File: src/rtl/spi_job_arbiter_pkg.sv
// spi_job_arbiter_pkg: shared widths, FSM encoding and defaults
// for the two-requester SPI job arbiter.
package spi_job_arbiter_pkg;

  localparam int DEF_MEMORY_ADDR_WIDTH = 9;
  localparam int DEF_RESERVED_DATA_LEN = 8;
  localparam int DIV_W = 8;

  localparam logic [15:0] DEF_TIMEOUT_CYC = 16'd4096;

  typedef enum logic [1:0] {
    ST_IDLE  = 2'b00,
    ST_LOAD  = 2'b01,
    ST_RUN   = 2'b11,
    ST_FLUSH = 2'b10
  } arb_state_e;

endpackage

File: src/rtl/spi_job_arbiter_rr_arb2.sv
// rr_arb2: two-way round-robin grant, one-hot or zero.
// On a tie the requester that is not 'last' wins.
module rr_arb2
  import spi_job_arbiter_pkg::*;
(
  input  logic [1:0] req,
  input  logic       last,
  output logic [1:0] gnt
);

  always_comb begin
    gnt = req;
    if (&req) gnt = last ? 2'b01 : 2'b10;
  end

endmodule

File: src/rtl/spi_job_arbiter.sv
// spi_job_arbiter: shares one SPI serializer between two requesters.
// Optional watchdog abort enabled by defining SPI_ARB_TIMEOUT_EN.
module spi_job_arbiter
  import spi_job_arbiter_pkg::*;
#(
  parameter int          MEMORY_ADDR_WIDTH = DEF_MEMORY_ADDR_WIDTH,
  parameter int          RESERVED_DATA_LEN = DEF_RESERVED_DATA_LEN,
  parameter logic [15:0] TIMEOUT_CYC       = DEF_TIMEOUT_CYC
) (
  input  logic                         CLK,
  input  logic                         RST,
  input  logic                         REQ0,
  input  logic                         REQ1,
  input  logic [MEMORY_ADDR_WIDTH-1:0] ADDR0,
  input  logic [MEMORY_ADDR_WIDTH-1:0] ADDR1,
  input  logic [RESERVED_DATA_LEN-1:0] LEN0,
  input  logic [RESERVED_DATA_LEN-1:0] LEN1,
  input  logic [DIV_W-1:0]             DIV0,
  input  logic [DIV_W-1:0]             DIV1,
  output logic                         GNT0,
  output logic                         GNT1,
  output logic                         DONE0,
  output logic                         DONE1,
  output logic                         ERR0,
  output logic                         ERR1,
  output logic                         BGN,
  output logic [MEMORY_ADDR_WIDTH-1:0] ADDR_BGN,
  output logic [RESERVED_DATA_LEN-1:0] DATA_LEN,
  output logic [DIV_W-1:0]             FREQ_DIV,
  input  logic                         SPI_DONE,
  output logic                         BUSY,
  output logic                         OWNER
);

  arb_state_e state_q, state_d;
  logic [1:0] gnt;
  logic       timeout;
  logic       idle;
  logic       flush;
  logic       take;

  rr_arb2 u_rr (
    .req  ({REQ1, REQ0}),
    .last (OWNER),
    .gnt  (gnt)
  );

  assign idle  = (state_q == ST_IDLE);
  assign flush = (state_q == ST_FLUSH);
  assign take  = idle && (|gnt);

`ifdef SPI_ARB_TIMEOUT_EN
  logic [15:0] cnt_q;
  logic        err_q;

  assign timeout = (state_q == ST_RUN) && !SPI_DONE &&
                   (cnt_q == TIMEOUT_CYC - 16'd1);

  // err_q keeps the outcome of the last RUN cycle for FLUSH
  always_ff @(posedge CLK) begin
    if (RST) begin
      cnt_q <= '0;
      err_q <= 1'b0;
    end else begin
      if (state_q == ST_LOAD) cnt_q <= '0;
      else if (state_q == ST_RUN) cnt_q <= cnt_q + 16'd1;
      if (state_q == ST_RUN) err_q <= timeout;
    end
  end

  assign ERR0 = !RST && flush && err_q && !OWNER;
  assign ERR1 = !RST && flush && err_q && OWNER;
`else
  logic unused_cfg;
  assign unused_cfg = ^TIMEOUT_CYC;
  assign timeout    = 1'b0;
  assign ERR0       = 1'b0;
  assign ERR1       = 1'b0;
`endif

  always_comb begin
    state_d = state_q;
    unique case (state_q)
      ST_IDLE:  if (|gnt) state_d = ST_LOAD;
      ST_LOAD:  state_d = ST_RUN;
      ST_RUN:   if (SPI_DONE || timeout) state_d = ST_FLUSH;
      ST_FLUSH: state_d = ST_IDLE;
      default:  state_d = ST_IDLE;
    endcase
  end

  always_ff @(posedge CLK) begin
    if (RST) begin
      state_q  <= ST_IDLE;
      OWNER    <= 1'b1;
      ADDR_BGN <= '0;
      DATA_LEN <= '0;
      FREQ_DIV <= '0;
    end else begin
      state_q <= state_d;
      if (take) begin
        OWNER    <= gnt[1];
        ADDR_BGN <= gnt[1] ? ADDR1 : ADDR0;
        DATA_LEN <= gnt[1] ? LEN1  : LEN0;
        FREQ_DIV <= gnt[1] ? DIV1  : DIV0;
      end
    end
  end

  assign GNT0  = !RST && take && gnt[0];
  assign GNT1  = !RST && take && gnt[1];
  assign DONE0 = !RST && flush && !OWNER;
  assign DONE1 = !RST && flush && OWNER;
  assign BGN   = (state_q == ST_RUN);
  assign BUSY  = !idle;

endmodule

File: config.mk
export PLATFORM = sky130hd
export DESIGN_NAME = spi_job_arbiter
export DESIGN_NICKNAME = d
export VERILOG_FILES = /design/src/rtl/spi_job_arbiter_pkg.sv /design/src/rtl/spi_job_arbiter_rr_arb2.sv /design/src/rtl/spi_job_arbiter.sv
export SDC_FILE = /design/constraint.sdc
export NUM_CORES = 1
export LEC_CHECK = 0
export CAP_MARGIN = 20
export CELL_PAD_IN_SITES_DETAIL_PLACEMENT = 0
export CELL_PAD_IN_SITES_GLOBAL_PLACEMENT = 2
export CORE_UTILIZATION = 22
export DETAILED_ROUTE_END_ITERATION = 10
export PLACE_DENSITY = 0.92
export SLEW_MARGIN = 25
export SYNTH_ARGS = -nofsm -noshare
export SYNTH_HDL_FRONTEND = slang
export SYNTH_HIERARCHICAL = 1
export SYNTH_SLANG_ARGS = --single-unit
File: constraint.sdc
create_clock -name CLK -period 5.2 [get_ports CLK]
set_clock_uncertainty 0.2 [all_clocks]
set_input_delay 1.56 -clock CLK [delete_from_list [all_inputs] [get_ports CLK]]
set_output_delay 1.56 -clock CLK [all_outputs]
set_load 0.02 [all_outputs]
# ---- After elaboration in Yosys (flattened, before gate mapping)
# Cells that the tools add are included.
dict set report classes {
  eq_ne 5
  n_lt_le_gt_ge 0
  bitwise_logic 0
  n_shift 0
  mul 0
  n_div 0
  n_mux 8
  reduce_logical 14
  add_sub_neg 0
}
# op count
set op_table {}
lappend op_table {{two-way mux 8 bit} 2}
lappend op_table {{two-way mux 9 bit} 1}
lappend op_table {{two-way mux 2 bit} 4}
lappend op_table {{case mux 2 bit (4 select lines)} 1}
lappend op_table {{logical AND 1 bit} 7}
lappend op_table {{equality test 2 bit, second input constant} 2}
lappend op_table {{inequality test 2 x 1 -> 1 bit, second input constant} 2}
lappend op_table {{AND reduction 2 bit} 2}
lappend op_table {{logical NOT 1 bit} 3}
lappend op_table {{equality test 2 x 1 -> 1 bit, second input constant} 1}
lappend op_table {{logical NOT 2 bit} 1}
lappend op_table {{OR reduction 2 bit} 1}
dict set report totals {
  ram_bits 0
  elab_cells 32
  register_bits 28
  latch_bits 0
  mem_count 0
  mem_bits_ro 0
  output_inout_bits 34
}

# ---- Logic depth before layout (Yosys ltp)
# Gate-level depths: netlist of the first run.
dict set report logic_depth {
  depth_word 6
  depth_mapped 8
  ltp_nobuf 5
}

# ---- Hierarchy
# Netlist of the first run, hierarchy kept.
# mod cells_per_inst instances area_per_inst_um2
set by_module_without_submodules {}
lappend by_module_without_submodules {spi_job_arbiter 137 1 1437.6}
lappend by_module_without_submodules {rr_arb2 3 1 18.8}

# ---- Worst setup path before layout of the first run
# Ideal clock, no wire load.
dict set report synth_path {
  path_kind {input -> output}
  startpoint {input port REQ1}
  endpoint {output port GNT1}
  n_path_buf 2
  path_stages 4
  arrival_time_ps 2939
  path_slack_ps 501
  cell_sequence {a21boi_0 -> buf_6 -> buf_1 -> nor3b_1}
}
dict set report synth_between {
  elab_chain_cells 6
}
# item line
set synth_lines {}
lappend synth_lines {{start: declaration} spi_job_arbiter.sv:13} ;# input logic REQ1,
lappend synth_lines {{AND reduction 2 bit} spi_job_arbiter_rr_arb2.sv:13} ;# if (&req) gnt = last ? 2'b01 : 2'b10;
lappend synth_lines {{two-way mux 2 bit *} spi_job_arbiter_rr_arb2.sv:13}
lappend synth_lines {{OR reduction 2 bit} spi_job_arbiter.sv:50} ;# assign take = idle && (|gnt);
lappend synth_lines {{logical AND 1 bit} spi_job_arbiter.sv:50}
lappend synth_lines {{logical AND 1 bit} spi_job_arbiter.sv:111} ;# assign GNT1 = !RST && take && gnt[1];
lappend synth_lines {{logical AND 1 bit *} spi_job_arbiter.sv:111}
lappend synth_lines {{end: declaration} spi_job_arbiter.sv:21} ;# output logic GNT1,
# Mark *: on every way between the ends. The rest lies on a longest branch, timed or not.

# ---- Final worst setup path of the first run
dict set report layout_path {
  startpoint {input port REQ0}
  endpoint {output port GNT0}
}
dict set report layout_between {
  elab_chain_cells 6
}
# item line
set layout_lines {}
lappend layout_lines {{start: declaration} spi_job_arbiter.sv:12} ;# input logic REQ0,
lappend layout_lines {{AND reduction 2 bit} spi_job_arbiter_rr_arb2.sv:13}
lappend layout_lines {{two-way mux 2 bit *} spi_job_arbiter_rr_arb2.sv:13}
lappend layout_lines {{via gnt[0]} spi_job_arbiter.sv:36} ;# logic [1:0] gnt;
lappend layout_lines {{OR reduction 2 bit} spi_job_arbiter.sv:50}
lappend layout_lines {{logical AND 1 bit} spi_job_arbiter.sv:50}
lappend layout_lines {{logical AND 1 bit} spi_job_arbiter.sv:110} ;# assign GNT0 = !RST && take && gnt[0];
lappend layout_lines {{logical AND 1 bit *} spi_job_arbiter.sv:110}
lappend layout_lines {{end: declaration} spi_job_arbiter.sv:20} ;# output logic GNT0,
# The timed path passes the listed nets; every way through them passes the cells marked *.

==> impl_metrics.py, run 1 <==
metrics = {
    "detailed_routing": {
        "via_per_inst": 4.57,
        "drtPass1Iterations": 6,
        "met3_length_um": 384,
        "vias": 1347,
        "wl_met2_um": 1730,
        "postRouteAntennaNets": 0,
        "dr.max_layer_used": "met4",
        "drt-initial-drc-count": 24,
        "drcViolationCount": 0,
        "wirelength_um": 3960,
        "m1WireLength_um": 1830,
        "post_drt_wl_per_cell_um": 13.4,
    },
    "logic_synthesis": {
        "yosys.area_share.adder": 0,
        "synthArstFlopShare": 0,
        "ys_dominant_reg_cell": "dfxtp_1",
        "avgSynthCellArea_um2": 10.4,
        "ys_warn_count": 6,
        "yosys-top-cells-area": "dfxtp_1 (38%), a211oi_2 (17%), mux2i_1 (17%)",
        "synth_top_family_by_area": "compound AO/OA/AOI/OAI gates",
        "synthXorXnorAreaFrac": 0,
        "synth_top_cell_by_area": "dfxtp_1",
        "syn_inst": 140,
        "synth-compound-area-share": 0.306,
        "synth_seq_cells": 28,
        "synth.top_cells.by_count": "dfxtp_1 (28), a21oi_1 (25), mux2i_1 (25)",
        "synth.top_cell.area_share": 0.385,
        "yosys.cell_types.count": 25,
        "syn_area_mm2": 0.00146,
        "muxShareOfSynthArea": 0.172,
        "synth_edf_count": 0,
        "synth_most_common_cell": "dfxtp_1",
        "synth-seq-area-share": 0.385,
        "synth-simple-area-share": 0.0498,
    },
    "grt": {
        "grt_pass1_wl_um": 6840,
        "grt_use_total": 0.118,
        "grt_max_degree": 30,
        "grt_antenna_before_repair": 0,
        "grt_remaining_overflow": 0,
        "grt_pass1_vias": 1416,
    },
    "clock_tree": {
        "clock_latency_ns": 0.26,
        "clockBufferDepth": 2,
        "cts.repair.resized": 0,
        "htree_levels": 1,
        "postCtsSetupBuffers": 0,
        "cts.reportedPaths.clkPinSlew_ns": 0.09,
        "cts_hold_buf": 0,
        "cts-root-buf": "clkbuf_8",
        "cts.sinks": 28,
        "cts_tree": "done",
        "cts_inserted_buffers": 3,
    },
    "die": {
        "io_pins": 89,
        "die_h_um": 83.4,
        "fp-row-count": 29,
        "coreArea_mm2": 0.00639,
        "die_area_mm2": 0.00695,
        "die_width_um": 83.4,
        "start_util": 0.228,
    },
    "timing": {
        "fmax_ghz": 0.201,
        "grt_setup_unrepaired": "no",
        "hold_viol": 0,
        "maxSlewViolCount": 0,
        "period_needed_ns": 4.99,
        "setup_viol": 0,
        "worstMarginPinSlew_ns": 0.533,
        "layout_setup_ws_ns": 0.214,
        "setup_tns_ns": 0,
        "slew_headroom": 0.645,
        "fin_crit_sh": 0.959,
    },
    "worst_setup_path": {
        "reg2reg_depth": 5,
        "path_max_fanout": 3,
        "required_ns": 3.44,
        "worstReg2RegEnd": "ADDR_BGN[0]",
        "criticalPathCategory": "input pin to primary output",
        "rr_startpoint": "OWNER",
        "arrival_ns": 3.23,
        "critPathLaunchType": "input pin",
        "cp-end-kind": "primary output",
        "r2r_slack_ns": 2.72,
    },
    "min_path": {
        "hold_depth": 2,
        "min_from": "FREQ_DIV[1]",
        "min_path_type": "register to register",
        "holdPathEnd": "FREQ_DIV[1]",
    },
    "place": {
        "pre_cts_slack_ns": 0.224,
        "hpwlAfterDp_um": 2810,
        "gp_congestion": 0.723,
        "dpl-instance-area_mm2": 0.00234,
        "io_buffers": 86,
    },
    "status": {
        "status": "finished, final reports clean",
    },
    "power_and_ir_drop": {
        "power_density_mw_per_mm2": 265,
        "irDropWorstVdd_mv": 0.114,
        "power_leakage_nw": 0.850,
    },
    "cells_and_area": {
        "layout-drive-gt1-share": 0.147,
        "final_nets": 274,
        "antenna_cells": 0,
        "fin_area_mm2": 0.00240,
        "final_util": 0.376,
        "syn2layout_area_growth_pct": 64.7,
    },
    "run": {
        "maxCapViolCount": 0,
    },
}
[report_power, final]
part	switching (mW)	total [mW]	internal (mW)
Combinational	0.120	0.245	0.125
Clock	0.0675	0.135	0.0677
Sequential	0.0154	0.256	0.240
[critical path, stage by stage]
cell	delay, ns
clkdlybuf4s50_1	0.52
a21boi_1	0.28
nor3b_1	0.23
clkdlybuf4s50_1	0.64
[routing by layer]
layer / GRT usage / up-vias
met4: 0.0282 / 0
met1: 0.161 / 615
met2: 0.185 / 63
li1: - / 667
met5: 0 / -
met3: 0.0328 / 2
[logic make-up after synthesis]
group | Yosys count
DFF | 28
and+or+nand+nor | 12
muxes | 25
buffers and inverters | 20
other | 1
AOI/OAI and AO/OA | 54
[metrics by stage]
step	power, mW	instances	hold slack (ns)
after floorplan	0.401	141	0.290
after global placement	0.505	291	0.307
after detailed placement	0.508	291	0.316
after CTS	0.648	295	0.329
after global routing	0.677	295	0.369
final	0.636	295	0.328
[placed cells by master, fill, tap and decap left out, drive strengths merged]
master	instances
clkbuf	4
nor4	1
nor4b	1
clkdlybuf4s50	85
nand2	2
inv	3
a21boi	2
mux2i	25
or2	1
a211oi	25
and2	2
a221o	1
a22oi	1
conb	2
buf	5
nor2b	1
nor2	2
a21oi	25
dfxtp	28
nor3b	2
[layout make-up]
| class | instances | area (um^2) |
|---|---|---|
| tap | 77 | 96.3 |
| fill | 648 | 3990 |
| sequential | 28 | 561 |
| multi-input combinational | 93 | 790 |
| timing repair buffer | 90 | 886 |
| clock buffer | 4 | 55.1 |
| inverter | 3 | 11.3 |
[worst max-delay path by stage]
stage,from,cells past startpoint,to
global route,REQ0,4,GNT0
global placement,REQ0,4,GNT0
detailed placement,REQ0,4,GNT0
floorplan,REQ1,4,GNT1
finish,REQ0,4,GNT0
CTS,REQ0,4,GNT0
[state kept, by name (all words and copies together), names as in the netlist]
signal	count
ADDR_BGN	9
DATA_LEN	8
FREQ_DIV	8
OWNER	1
state_q	2
Note: power is estimated with default switching activity, not from simulation.
==> run 2, diff against run 1 <==
- ABC_CLOCK_PERIOD_IN_PS: unset -> 5200
- CORE_UTILIZATION: 22 -> 23
- CTS_BUF_LIST: unset -> sky130_fd_sc_hd__clkbuf_8
- PLACE_DENSITY: 0.92 -> 0.95
==> impl_metrics.py, run 2 (synthesis results as in run 1) <==
metrics = {
    "status": {
        "status": "finished, final reports clean",
    },
    "power_and_ir_drop": {
        "irDropWorstVdd_mv": 0.0964,
        "swShare": 0.320,
        "clkPwrFrac": 0.187,
        "power_frac_comb": 0.396,
        "sequentialPowerShare": 0.417,
        "power_density_mw_per_mm2": 258,
        "p_sw_mw": 0.196,
        "power_leakage_nw": 0.843,
        "p_int_mw": 0.417,
    },
    "detailed_routing": {
        "drtPass1Iterations": 4,
        "wirelength_um": 3780,
        "post_drt_wl_per_cell_um": 12.9,
        "postRouteAntennaNets": 0,
        "drt-initial-drc-count": 40,
        "via_per_inst": 4.58,
        "drcViolationCount": 0,
        "vias": 1336,
    },
    "worst_setup_path": {
        "worstReg2RegEnd": "ADDR_BGN[6]",
        "r2r_slack_ns": 2.76,
        "rr_startpoint": "OWNER",
        "cp-end-kind": "primary output",
        "criticalPathCategory": "input pin to primary output",
        "reg2reg_depth": 5,
        "arrival_ns": 3.20,
        "critPathLaunchType": "input pin",
        "path_max_fanout": 3,
        "required_ns": 3.44,
    },
    "cells_and_area": {
        "final_util": 0.395,
        "final_common_cell": "clkdlybuf4s50_1",
        "largest_register_ffs": 9,
        "fill_cells": 624,
        "regMostFlops": "ADDR_BGN",
        "reg.largest.list": "ADDR_BGN x9, DATA_LEN x8, FREQ_DIV x8",
        "antenna_cells": 0,
        "syn2layout_area_growth_pct": 63.6,
        "final_nets": 274,
        "layout-drive-gt1-share": 0.143,
        "final_cell_mix": "clkdlybuf4s50_1 (85), dfxtp_1 (28), mux2i_1 (25), a21oi_1 (25), a211oi_2 (20)",
    },
    "place": {
        "hpwlAfterDp_um": 2790,
        "gp_congestion": 0.743,
        "io_buffers": 86,
    },
    "grt": {
        "grt_antenna_before_repair": 0,
        "grt_remaining_overflow": 0,
        "grt_pass1_vias": 1305,
        "grt_pass1_wl_um": 6180,
        "grt_max_degree": 30,
        "grt_use_total": 0.119,
    },
    "min_path": {
        "hold_depth": 2,
        "holdPathEnd": "ADDR_BGN[7]",
        "min_path_type": "register to register",
        "min_from": "ADDR_BGN[7]",
    },
    "timing": {
        "fmax_ghz": 0.202,
        "setup_tns_ns": 0,
        "maxSlewViolCount": 0,
        "slew_headroom": 0.665,
        "fin_crit_sh": 0.953,
        "period_needed_ns": 4.96,
        "grt_setup_unrepaired": "no",
        "hold_viol": 0,
        "setup_viol": 0,
        "worstMarginPinSlew_ns": 0.503,
    },
    "clock_tree": {
        "cts.sinks": 28,
        "cts_tree": "done",
        "htree_levels": 1,
        "cts_inserted_buffers": 3,
        "cts.repair.resized": 0,
        "clockBufferDepth": 2,
        "cts.reportedPaths.clkPinSlew_ns": 0.09,
        "postCtsSetupBuffers": 0,
        "cts_hold_buf": 0,
        "clock_latency_ns": 0.26,
        "cts-root-buf": "clkbuf_8",
    },
    "die": {
        "start_util": 0.242,
        "io_pins": 89,
        "coreArea_mm2": 0.00603,
        "die_area_mm2": 0.00665,
        "fp-row-count": 28,
        "die_h_um": 81.6,
        "die_width_um": 81.6,
    },
    "run": {
        "maxCapViolCount": 0,
    },
}
[run 2: worst max path at each step]
stage / start / slack (ns) / depth (start not counted) / endpoint
after detailed placement: REQ0 / 0.25 / 4 / GNT0
final: REQ0 / 0.24 / 4 / GNT0
after floorplan: REQ1 / 0.50 / 4 / GNT1
after global placement: REQ0 / 0.20 / 4 / GNT0
after global routing: REQ0 / 0.16 / 4 / GNT0
after CTS: REQ0 / 0.23 / 4 / GNT0
[run 2: worst max-delay path: stages]
cell and delay, ns:
clkdlybuf4s50_1 0.53, a21boi_1 0.25, nor3b_1 0.21, clkdlybuf4s50_1 0.64
[run 2: layout make-up]
type,count,area (um^2),area share
Clock buffer,3,41.3,0.0173
Inverter,3,11.3,0.00473
Multi-Input combinational cell,93,790,0.331
Sequential cell,28,561,0.235
Tap cell,75,93.8,0.0394
Timing Repair Buffer,90,886,0.372
[run 2: through the flow]
stage	setup slack, ns	instance area, um^2	power (mW)	hold slack (ns)	instances
final	0.243	2380	0.614	0.323	292
after global routing	0.161	2380	0.654	0.348	292
after CTS	0.226	2380	0.624	0.326	292
after detailed placement	0.253	2340	0.507	0.314	289
after global placement	0.200	2340	0.504	0.306	289
after floorplan	0.501	1460	0.401	0.290	141
[run 2: power groups by stage]
stage          logic, mW  registers (mW)  clock network [mW]
2_1_floorplan      0.112           0.289                   0
3_3_place_gp       0.244           0.260                   0
3_5_place_dp       0.246           0.260                   0
4_1_cts            0.247           0.256               0.121
5_1_grt            0.262           0.260               0.132
6_report           0.243           0.256               0.115
[run 2: routing by layer]
| metal | vias to the layer above | global-route usage | part of all wire |
|---|---|---|---|
| li1 | 670 | - | - |
| met1 | 614 | 0.141 | 0.43 |
| met2 | 50 | 0.217 | 0.47 |
| met3 | 2 | 0.0278 | 0.092 |
| met4 | 0 | 0.0263 | 0.0019 |
| met5 | - | 0 | 0 |
